==> config.mk <==
export PLATFORM = sky130hd
export DESIGN_NAME = mul_reservation_station
export DESIGN_NICKNAME = d
export VERILOG_FILES = /design/src/rtl/mul_reservation_station.sv
export SDC_FILE = /design/constraint.sdc
export NUM_CORES = 1
export LEC_CHECK = 0
export ABC_CLOCK_PERIOD_IN_PS = 1700
export BUFFER_PORTS_ARGS = -buffer_cell sky130_fd_sc_hd__buf_2
export CORE_MARGIN = 5
export CORE_UTILIZATION = 30
export CTS_CLUSTER_SIZE = 20
export DETAILED_ROUTE_END_ITERATION = 12
export GPL_TIMING_DRIVEN = 0
export PLACE_DENSITY = 0.52
export SYNTH_ARGS = -nofsm -noshare
export SYNTH_HDL_FRONTEND = slang
export SYNTH_SLANG_ARGS = --single-unit
==> constraint.sdc <==
create_clock -name clk -period 1.7 [get_ports clk]
set_input_delay 0.255 -clock clk [delete_from_list [all_inputs] [get_ports clk]]
set_output_delay 0.255 -clock clk [all_outputs]
set_load 0.03 [all_outputs]
==> src/rtl/mul_reservation_station.sv <==
// mul_reservation_station: multiplier-unit reservation station for the Tomasulo core.
// Holds issued MUL instructions, snoops the CDB for pending operand tags and
// dispatches one ready instruction at a time, waiting for its result on the CDB.
// Optional macro MUL_RS_OLDEST_FIRST_EN: dispatch the oldest ready entry
// (2-bit wrapping age stamps) instead of the lowest-index ready entry.
module mul_reservation_station #(
    parameter int NUM_ENTRIES = 2,
    parameter int TAG_BASE    = 3
) (
    input  logic                   clk,
    input  logic                   rst_n,
    input  logic                   issue_valid,
    output logic                   issue_ready,
    input  logic [2:0]             issue_qj,
    input  logic [7:0]             issue_vj,
    input  logic [2:0]             issue_qk,
    input  logic [7:0]             issue_vk,
    output logic [2:0]             issue_tag,
    input  logic                   cdb_valid,
    input  logic [2:0]             cdb_tag,
    input  logic [7:0]             cdb_data,
    output logic                   mul_start,
    output logic [2:0]             mul_tag,
    output logic [7:0]             mul_op_a,
    output logic [7:0]             mul_op_b,
    output logic [NUM_ENTRIES-1:0] busy_vec
);

    localparam int IW = (NUM_ENTRIES > 1) ? $clog2(NUM_ENTRIES) : 1;

    typedef enum logic {S_IDLE, S_EXEC} state_e;

    state_e                 state_q, state_d;
    logic [NUM_ENTRIES-1:0] busy_q, busy_d, disp_q, disp_d, ready;
    logic [2:0]             qj_q [NUM_ENTRIES];
    logic [2:0]             qj_d [NUM_ENTRIES];
    logic [2:0]             qk_q [NUM_ENTRIES];
    logic [2:0]             qk_d [NUM_ENTRIES];
    logic [7:0]             vj_q [NUM_ENTRIES];
    logic [7:0]             vj_d [NUM_ENTRIES];
    logic [7:0]             vk_q [NUM_ENTRIES];
    logic [7:0]             vk_d [NUM_ENTRIES];
    logic                   mul_start_q, mul_start_d;
    logic [2:0]             mul_tag_q, mul_tag_d;
    logic [7:0]             op_a_q, op_a_d, op_b_q, op_b_d;
    logic [IW-1:0]          exec_idx_q, exec_idx_d;
    logic [IW-1:0]          alloc_idx, sel_idx;
    logic                   alloc_found, sel_found;
    logic                   issue_fire, dispatch_fire, complete_fire;
`ifdef MUL_RS_OLDEST_FIRST_EN
    logic [1:0]             age_cnt_q, age_cnt_d, best_dist;
    logic [1:0]             age_q    [NUM_ENTRIES];
    logic [1:0]             age_d    [NUM_ENTRIES];
    logic [1:0]             age_dist [NUM_ENTRIES];
`endif

    // Lowest-index free entry receives the next issue.
    always_comb begin
        // NOTE: every combinational output gets a default first so no path leaves it unassigned (no latch).
        alloc_found = 1'b0;
        alloc_idx   = '0;
        for (int i = NUM_ENTRIES - 1; i >= 0; i--) begin
            if (!busy_q[i]) begin
                alloc_found = 1'b1;
                alloc_idx   = IW'(i);
            end
        end
    end

    assign issue_ready = alloc_found;
    assign issue_tag   = alloc_found ? 3'(TAG_BASE + int'(alloc_idx)) : 3'd0;
    assign issue_fire  = issue_valid && alloc_found;

    // An entry may dispatch once both operands are captured and it is not already in flight.
    always_comb begin
        ready = '0;
        for (int i = 0; i < NUM_ENTRIES; i++) begin
            ready[i] = busy_q[i] && !disp_q[i] && (qj_q[i] == 3'd0) && (qk_q[i] == 3'd0);
        end
    end

    // Choose which ready entry the dispatcher takes.
    always_comb begin
        sel_found = 1'b0;
        sel_idx   = '0;
`ifdef MUL_RS_OLDEST_FIRST_EN
        // Distance back from the issue counter: larger means issued earlier.
        best_dist = '0;
        for (int i = 0; i < NUM_ENTRIES; i++) begin
            age_dist[i] = age_cnt_q - age_q[i] - 2'd1;
            if (ready[i] && (!sel_found || (age_dist[i] > best_dist))) begin
                sel_found = 1'b1;
                sel_idx   = IW'(i);
                best_dist = age_dist[i];
            end
        end
`else
        for (int i = NUM_ENTRIES - 1; i >= 0; i--) begin
            if (ready[i]) begin
                sel_found = 1'b1;
                sel_idx   = IW'(i);
            end
        end
`endif
    end

    // Dispatcher next state: present one operation, then wait for its tag on the CDB.
    always_comb begin
        state_d       = state_q;
        mul_start_d   = 1'b0;
        mul_tag_d     = mul_tag_q;
        op_a_d        = op_a_q;
        op_b_d        = op_b_q;
        exec_idx_d    = exec_idx_q;
        dispatch_fire = 1'b0;
        complete_fire = 1'b0;
        case (state_q)
            S_IDLE: begin
                if (sel_found) begin
                    dispatch_fire = 1'b1;
                    mul_start_d   = 1'b1;
                    mul_tag_d     = 3'(TAG_BASE + int'(sel_idx));
                    op_a_d        = vj_q[sel_idx];
                    op_b_d        = vk_q[sel_idx];
                    exec_idx_d    = sel_idx;
                    state_d       = S_EXEC;
                end
            end
            S_EXEC: begin
                if (cdb_valid && (cdb_tag == mul_tag_q)) begin
                    complete_fire = 1'b1;
                    state_d       = S_IDLE;
                end
            end
            default: state_d = S_IDLE;
        endcase
    end

    // Entry updates: CDB snoop, dispatch marking, completion free, and issue capture with bypass.
    always_comb begin
        busy_d = busy_q;
        disp_d = disp_q;
        qj_d   = qj_q;
        vj_d   = vj_q;
        qk_d   = qk_q;
        vk_d   = vk_q;
`ifdef MUL_RS_OLDEST_FIRST_EN
        age_d     = age_q;
        age_cnt_d = issue_fire ? age_cnt_q + 2'd1 : age_cnt_q;
`endif
        for (int i = 0; i < NUM_ENTRIES; i++) begin
            if (busy_q[i] && cdb_valid && (cdb_tag != 3'd0)) begin
                if (qj_q[i] == cdb_tag) begin
                    qj_d[i] = 3'd0;
                    vj_d[i] = cdb_data;
                end
                if (qk_q[i] == cdb_tag) begin
                    qk_d[i] = 3'd0;
                    vk_d[i] = cdb_data;
                end
            end
            if (dispatch_fire && (sel_idx == IW'(i))) begin
                disp_d[i] = 1'b1;
            end
            if (complete_fire && (exec_idx_q == IW'(i))) begin
                busy_d[i] = 1'b0;
                disp_d[i] = 1'b0;
            end
            if (issue_fire && (alloc_idx == IW'(i))) begin
                busy_d[i] = 1'b1;
                disp_d[i] = 1'b0;
                if (cdb_valid && (issue_qj != 3'd0) && (cdb_tag == issue_qj)) begin
                    qj_d[i] = 3'd0;
                    vj_d[i] = cdb_data;
                end else begin
                    qj_d[i] = issue_qj;
                    vj_d[i] = issue_vj;
                end
                if (cdb_valid && (issue_qk != 3'd0) && (cdb_tag == issue_qk)) begin
                    qk_d[i] = 3'd0;
                    vk_d[i] = cdb_data;
                end else begin
                    qk_d[i] = issue_qk;
                    vk_d[i] = issue_vk;
                end
`ifdef MUL_RS_OLDEST_FIRST_EN
                age_d[i] = age_cnt_q;
`endif
            end
        end
    end

    // State registers; reset discards every entry and any in-flight dispatch.
    always_ff @(posedge clk or negedge rst_n) begin
        if (!rst_n) begin
            // NOTE: sequential state uses non-blocking assignments so all flops update from the same pre-edge values.
            state_q     <= S_IDLE;
            busy_q      <= '0;
            disp_q      <= '0;
            mul_start_q <= 1'b0;
            mul_tag_q   <= 3'd0;
            op_a_q      <= 8'd0;
            op_b_q      <= 8'd0;
            exec_idx_q  <= '0;
            // NOTE: the entry payload is a small flop array rather than a RAM, so it is reset like any other register.
            for (int i = 0; i < NUM_ENTRIES; i++) begin
                qj_q[i] <= 3'd0;
                vj_q[i] <= 8'd0;
                qk_q[i] <= 3'd0;
                vk_q[i] <= 8'd0;
`ifdef MUL_RS_OLDEST_FIRST_EN
                age_q[i] <= 2'd0;
`endif
            end
`ifdef MUL_RS_OLDEST_FIRST_EN
            age_cnt_q <= 2'd0;
`endif
        end else begin
            state_q     <= state_d;
            busy_q      <= busy_d;
            disp_q      <= disp_d;
            mul_start_q <= mul_start_d;
            mul_tag_q   <= mul_tag_d;
            op_a_q      <= op_a_d;
            op_b_q      <= op_b_d;
            exec_idx_q  <= exec_idx_d;
            qj_q        <= qj_d;
            vj_q        <= vj_d;
            qk_q        <= qk_d;
            vk_q        <= vk_d;
`ifdef MUL_RS_OLDEST_FIRST_EN
            age_q       <= age_d;
            age_cnt_q   <= age_cnt_d;
`endif
        end
    end

    assign mul_start = mul_start_q;
    assign mul_tag   = mul_tag_q;
    assign mul_op_a  = op_a_q;
    assign mul_op_b  = op_b_q;
    assign busy_vec  = busy_q;

endmodule
* Word level (Yosys, flattened, before mapping)
Cells that the tools add are included. Widths: inputs -> output; s select.
Word-level totals: bits in registers 70, bits in latches 0, memory bits (writable) 0, memory bits (read-only) 0, input bits 37, output and inout bits 26, logic and storage cells 136, memories kept 0
Operators by class: add/subtract/negate cells 2, multipliers 0, divide/modulo/power cells 0, order comparisons 1, eq/ne operators 7, shift-type cells 0, muxes and demuxes 57, bitwise operators 5, reductions and logical operators 46
Operators by type and width (number):
- $mux 8 | 20
- $mux 3 | 15
- $logic_and 1x1->1 | 22
- $eq 3x3->1 | 7
- $mux 1 | 21
- $reduce_bool 2->1 | 8
- $reduce_bool 3->1 | 5
- $logic_not 3->1 | 4
- $reduce_and 2->1 | 5
- $add 2x1->3 const A | 2
- $not 1->1 | 4
- $ge 2x2->1 const B | 1
- $logic_not 1->1 | 2
- $not 1->2 | 1
- $pmux 1 s2 | 1

* Depth between registers and ports, before layout
depth after elaboration 12, mapped depth 8, gate-level depth less buffers 5

* Worst setup path after synthesis
OpenSTA, ideal clock, no wires.
path kind reg-to-reg, start point register busy_q[0], in the netlist busy_vec[0], end point register vk_q[0] (netlist name), setup time 0.123 ns, arrival time 2.175 ns, data required time 1.577 ns, path slack -0.598 ns, cell stages (with the launch flop) 6, path buffers 1, clock period less this slack 2.298 ns, cell sequence dfrtp_1 nor2b_1 nand2_1 or3_1 buf_2 o221a_2
Between the ends: word-level cells in the longest chain between the ends 5, elaborated cells on any way between the ends 8, classes of those cells 3 x mux; 5 x reduce/logical
RTL lines:
- start, declared | line 34 | logic [NUM_ENTRIES-1:0] busy_q, busy_d, disp_q, disp_d, ready;
- start signal, assigned | line 220 | busy_q <= busy_d;
- $mux 1 | line 63 | if (!busy_q[i]) begin
- $logic_and 1x1->1 | line 72 | assign issue_fire = issue_valid && alloc_found;
- $logic_and 1x1->1 * | line 169 | if (issue_fire && (alloc_idx == IW'(i))) begin
- $reduce_bool 2->1 (no line)
- $reduce_and 2->1 (no line)
- end signal, assigned | line 230 | vk_q <= vk_d;
- end, declared | line 41 | logic [7:0] vk_q [NUM_ENTRIES];
Mark *: on every way between the ends. The rest lies on a longest branch, timed or not. A chain may end at the register's enable or synchronous reset.

* Final worst setup path
start point register qk_q[2] (netlist name), end point register vk_q[2] (netlist name)
Between the ends: word-level cells in the longest chain between the ends 3
RTL lines:
- start, declared | line 37 | logic [2:0] qk_q [NUM_ENTRIES];
- start signal, assigned | line 229 | qk_q <= qk_d;
- $eq 3x3->1 | line 157 | if (qk_q[i] == cdb_tag) begin
- $reduce_bool 2->1 (no line)
- $reduce_and 2->1 (no line)
No other way between the ends.

==> summary.md <==
| Metric | Value |
|---|---|
| Clock buffer depth | `2` |
| Hold Path Class | `in2reg` |
| RSZ-0062 raised after global routing | `true` |
| Detailed placement HPWL | `7010 µm` |
| Global-route wire length before repair | `roughly 17,000 µm` |
| Hold_ws | `a little over 200 ps` |
| Total Routed Length | `10,800 µm` |
| Post-place setup slack | `-692 ps` |
| Reg2reg setup slack | `-50 ps` |
| Starting Density | `around 31%` |
| Wire length per cell | `~20 µm` |
| Avg Cell Area, Syn | `between 10 and 15 µm²` |
| Asr flop ratio synth | `100%` |
| FMAX | `0.571 GHz` |
| Cell variety after synth | `42` |
| Total CTS buffers | `9` |
| Power share of the sequential group | `34.8%` |
| Kind of critical path | `reg2reg` |
| Core region area | `~11,000 µm²` |
| Num rows | `38` |
| Share of layout cells above drive strength 1 | `a little under 50%` |
| Area Growth Syn to Fin | `39.5%` |
| Mapped Cells | `roughly 290` |
| # clock sinks | `68` |
| Max-slew headroom | `70.8%` |
| Num ports | `63` |
| Hold Crit Start | `issue_vj[6]` |
| Min cycle time layout | `approximately 1800 ps` |
| H-tree depth | `3` |
| Worst setup EP type | `flip-flop` |
| Root Driver | `clkbuf_8` |
| DRT iter0 DRCs | `roughly 120` |
| IO buf count | `61` |
| Critical Path Source Type | `flip-flop` |
| Clock Latency Late Sink | `between 300 and 400 ps` |
| PnR worst setup slack | `-52.2 ps` |
| Register area share after synthesis | `between 50% and 60%` |
| #FFs+latches synth | `68` |
| Status | `complete, but fails checks` |
| Synth Flop Type | `dfrtp_1` |
| Comb power frac | `a little under half` |
| Leakage | `2.09 nW` |
| Number of max-cap violations | `0` |
| Die X | `116 µm` |
| Vias per std cell | `between 5 and 6` |
| Worst hold path depth | `2` |
| Worst Tran Pin Value | `438 ps` |
| CTS tree | `built` |
| Power per Cell Area | `roughly 1800 nW/µm²` |
| Routed vias | `2,859` |
| Endpoints failing hold | `0` |
| Synth warnings | `0` |
| Antenna Cells | `0` |
| Die Y | `around 120 µm` |
| Final cycle utilization of the critical path | `103%` |
| Data arrival, critical path | `1980 ps` |
| Worst EP required | `between 1500 and 2000 ps` |
| Failing checks | `negative setup slack` |
| Max-slew violations | `0` |
| Clock share of power | `17.5%` |
| Post-synth EDFFs | `0` |
| Initial antenna violation count | `0` |
| Internal power | `around 5.3 mW` |
| Placed cell area | `3940 µm²` |
| All-Layer GR Usage | `between 10% and 20%` |
| Clock Pin Slew Worst Setup and Hold Paths | `roughly 80 ps` |
| Reg2reg path depth | `5` |
| DR pass1 iterations | `6` |
| Final Skew | `slightly below 9 ps` |
| Die area | `between 10,000 and 15,000 µm²` |
| Switching share of power | `around 38%` |
| Peak supply drop | `0.000770 V` |
| Post-synthesis cell area | `around 3400 µm²` |
| Hold path endpoint | `vj_q[14]$_DFFE_PN0P_` |
| Synth Net Count | `between 300 and 400` |
| Drt drc | `0` |
| Global route overflow | `0` |
| GPL Wtd Cong | `between 0.7 and 0.8` |
| Final setup violation count | `17` |
| Largest net degree at the start of global routing | `46` |
| Nets@finish | `roughly 430` |
| Antenna-violating nets left | `0` |
| Switching power of the nets | `approximately 3.2 mW` |
| Reg2reg end | `vk_q[2]$_DFFE_PN0P_` |
| Share of the core filled with cells | `a little over two fifths` |
| CP Max Fanout | `8` |
| Final instance area | `~4700 µm²` |
| Vias in the first global route | `around 3k` |
| Setup tns final | `-424 ps` |
| R2R Path Start | `qk_q[2]$_DFFE_PN0P_` |
[synthesized netlist by cell type, types with 2 or more instances]
master,instances,area [µm²]
a21oi_1,3,15.0
a221o_1,16,160
and2_1,17,106
and3_1,3,18.8
buf_2,5,25.0
buf_4,5,37.5
buf_6,3,33.8
clkbuf_1,6,22.5
dfrtp_1,68,1700
inv_1,14,52.6
nand2_1,13,48.8
nand2b_1,3,18.8
nand3_1,2,10.0
nor2_1,6,22.5
nor2b_1,2,12.5
nor4_1,3,18.8
nor4_2,3,37.5
nor4b_1,2,17.5
o21ai_0,9,45.0
o221a_2,33,372
o22a_1,8,70.1
o22ai_1,5,31.3
or2_2,2,12.5
or3_1,26,163
xnor2_1,4,35.0
xor2_1,14,123
[per-stage QoR]
| step | total power, mW | cells |
|---|---|---|
| 2_1_floorplan | 5.24 | 291 |
| 3_3_place_gp | 6.10 | 492 |
| 3_5_place_dp | 6.17 | 493 |
| 4_1_cts | 8.17 | 530 |
| 5_1_grt | 9.01 | 534 |
| 6_report | 8.49 | 534 |
[power by group through the flow]
stage	combinational [mW]	sequential, mW	clock, mW
CTS	3.76	2.89	1.53
floorplan	2.04	3.20	0
global route	4.36	3.05	1.60
finish	4.04	2.96	1.49
detailed placement	3.24	2.93	0
global placement	3.19	2.91	0
[worst max-delay path by stage]
stage | from | to | slack [ps]
after global placement | cdb_tag[1] | vk_q[15]$_DFFE_PN0P_ | -740
after global routing | qk_q[2]$_DFFE_PN0P_ | vk_q[5]$_DFFE_PN0P_ | -120
after detailed placement | cdb_tag[1] | vk_q[15]$_DFFE_PN0P_ | -690
after floorplan | busy_vec[0]$_DFFE_PN0N_ | vk_q[0]$_DFFE_PN0P_ | -60
final | qk_q[2]$_DFFE_PN0P_ | vk_q[2]$_DFFE_PN0P_ | -50
after CTS | qk_q[1]$_DFFE_PN0P_ | mul_op_a[1]$_DFFE_PN0P_ | -60
[layout by cell type, fill, tap and decap left out, types with 3 or more instances in the layout]
master and instances:
xor2_1 14, nand2_1 8, inv_1 14, and3_1 3, buf_2 62, nor2_1 5, dfrtp_1 65, o22a_1 8
and2_1 10, buf_6 11, nand2_2 5, a221o_1 16, dfrtp_2 3, nor4_4 6, o221a_2 29, o22ai_1 5
buf_4 21, xnor2_1 4, and2_4 7, o21ai_0 8, nor4b_4 3, buf_8 3, clkbuf_8 9, o221a_4 4
or3_1 26
[kinds of logic after synthesis]
| family | after synthesis | synth area share, % |
|---|---|---|
| xor+xnor | 18 | 4.69 |
| buf+inv | 33 | 5.10 |
| compound gates | 84 | 23.3 |
| simple gates | 88 | 16.3 |
| flops | 68 | 50.6 |
[sequential cells by signal, summed over array words and instances, names as in the netlist]
signal,count
vj_q,16
vk_q,16
mul_op_a,8
mul_op_b,8
qj_q,6
qk_q,6
busy_vec,2
disp_q,2
mul_tag,2
mul_start,1
state_q,1
[critical path, cell delays in order (launching register included)]
cell	delay, ps
dfrtp_2	440
xor2_1	150
or4_4	570
buf_12	170
o22a_1	190
o221a_2	120
[layer usage]
metal	GRT usage (%)	part of all wire, %	up-vias
met1	21.8	44	1434
met5	0	0	-
met3	3.45	5.4	12
met4	4.41	1.5	0
met2	26.9	49	94
li1	-	-	1319
[area by class of cell]
type,instances,area (µm²)
inverter,14,52.6
buffer,17,165
multi-input combinational,190,1750
sequential,68,1710
timing repair buffer,90,624
fill,1030,6200
tap,140,175
clock buffer,9,124
clock inverter,6,90.1
[repair_timing]
action | 4_1_cts | 5_1_grt
resized for setup | 23 | 42
gates cloned | 0 | 1
hold buffers | 1 | 0
endpoints found under the hold margin | 23 | 0
setup buffers | 22 | 6
pin swaps | 12 | 18
setup endpoints to repair | 61 | 63
Note: power is estimated with default switching activity, not from simulation.
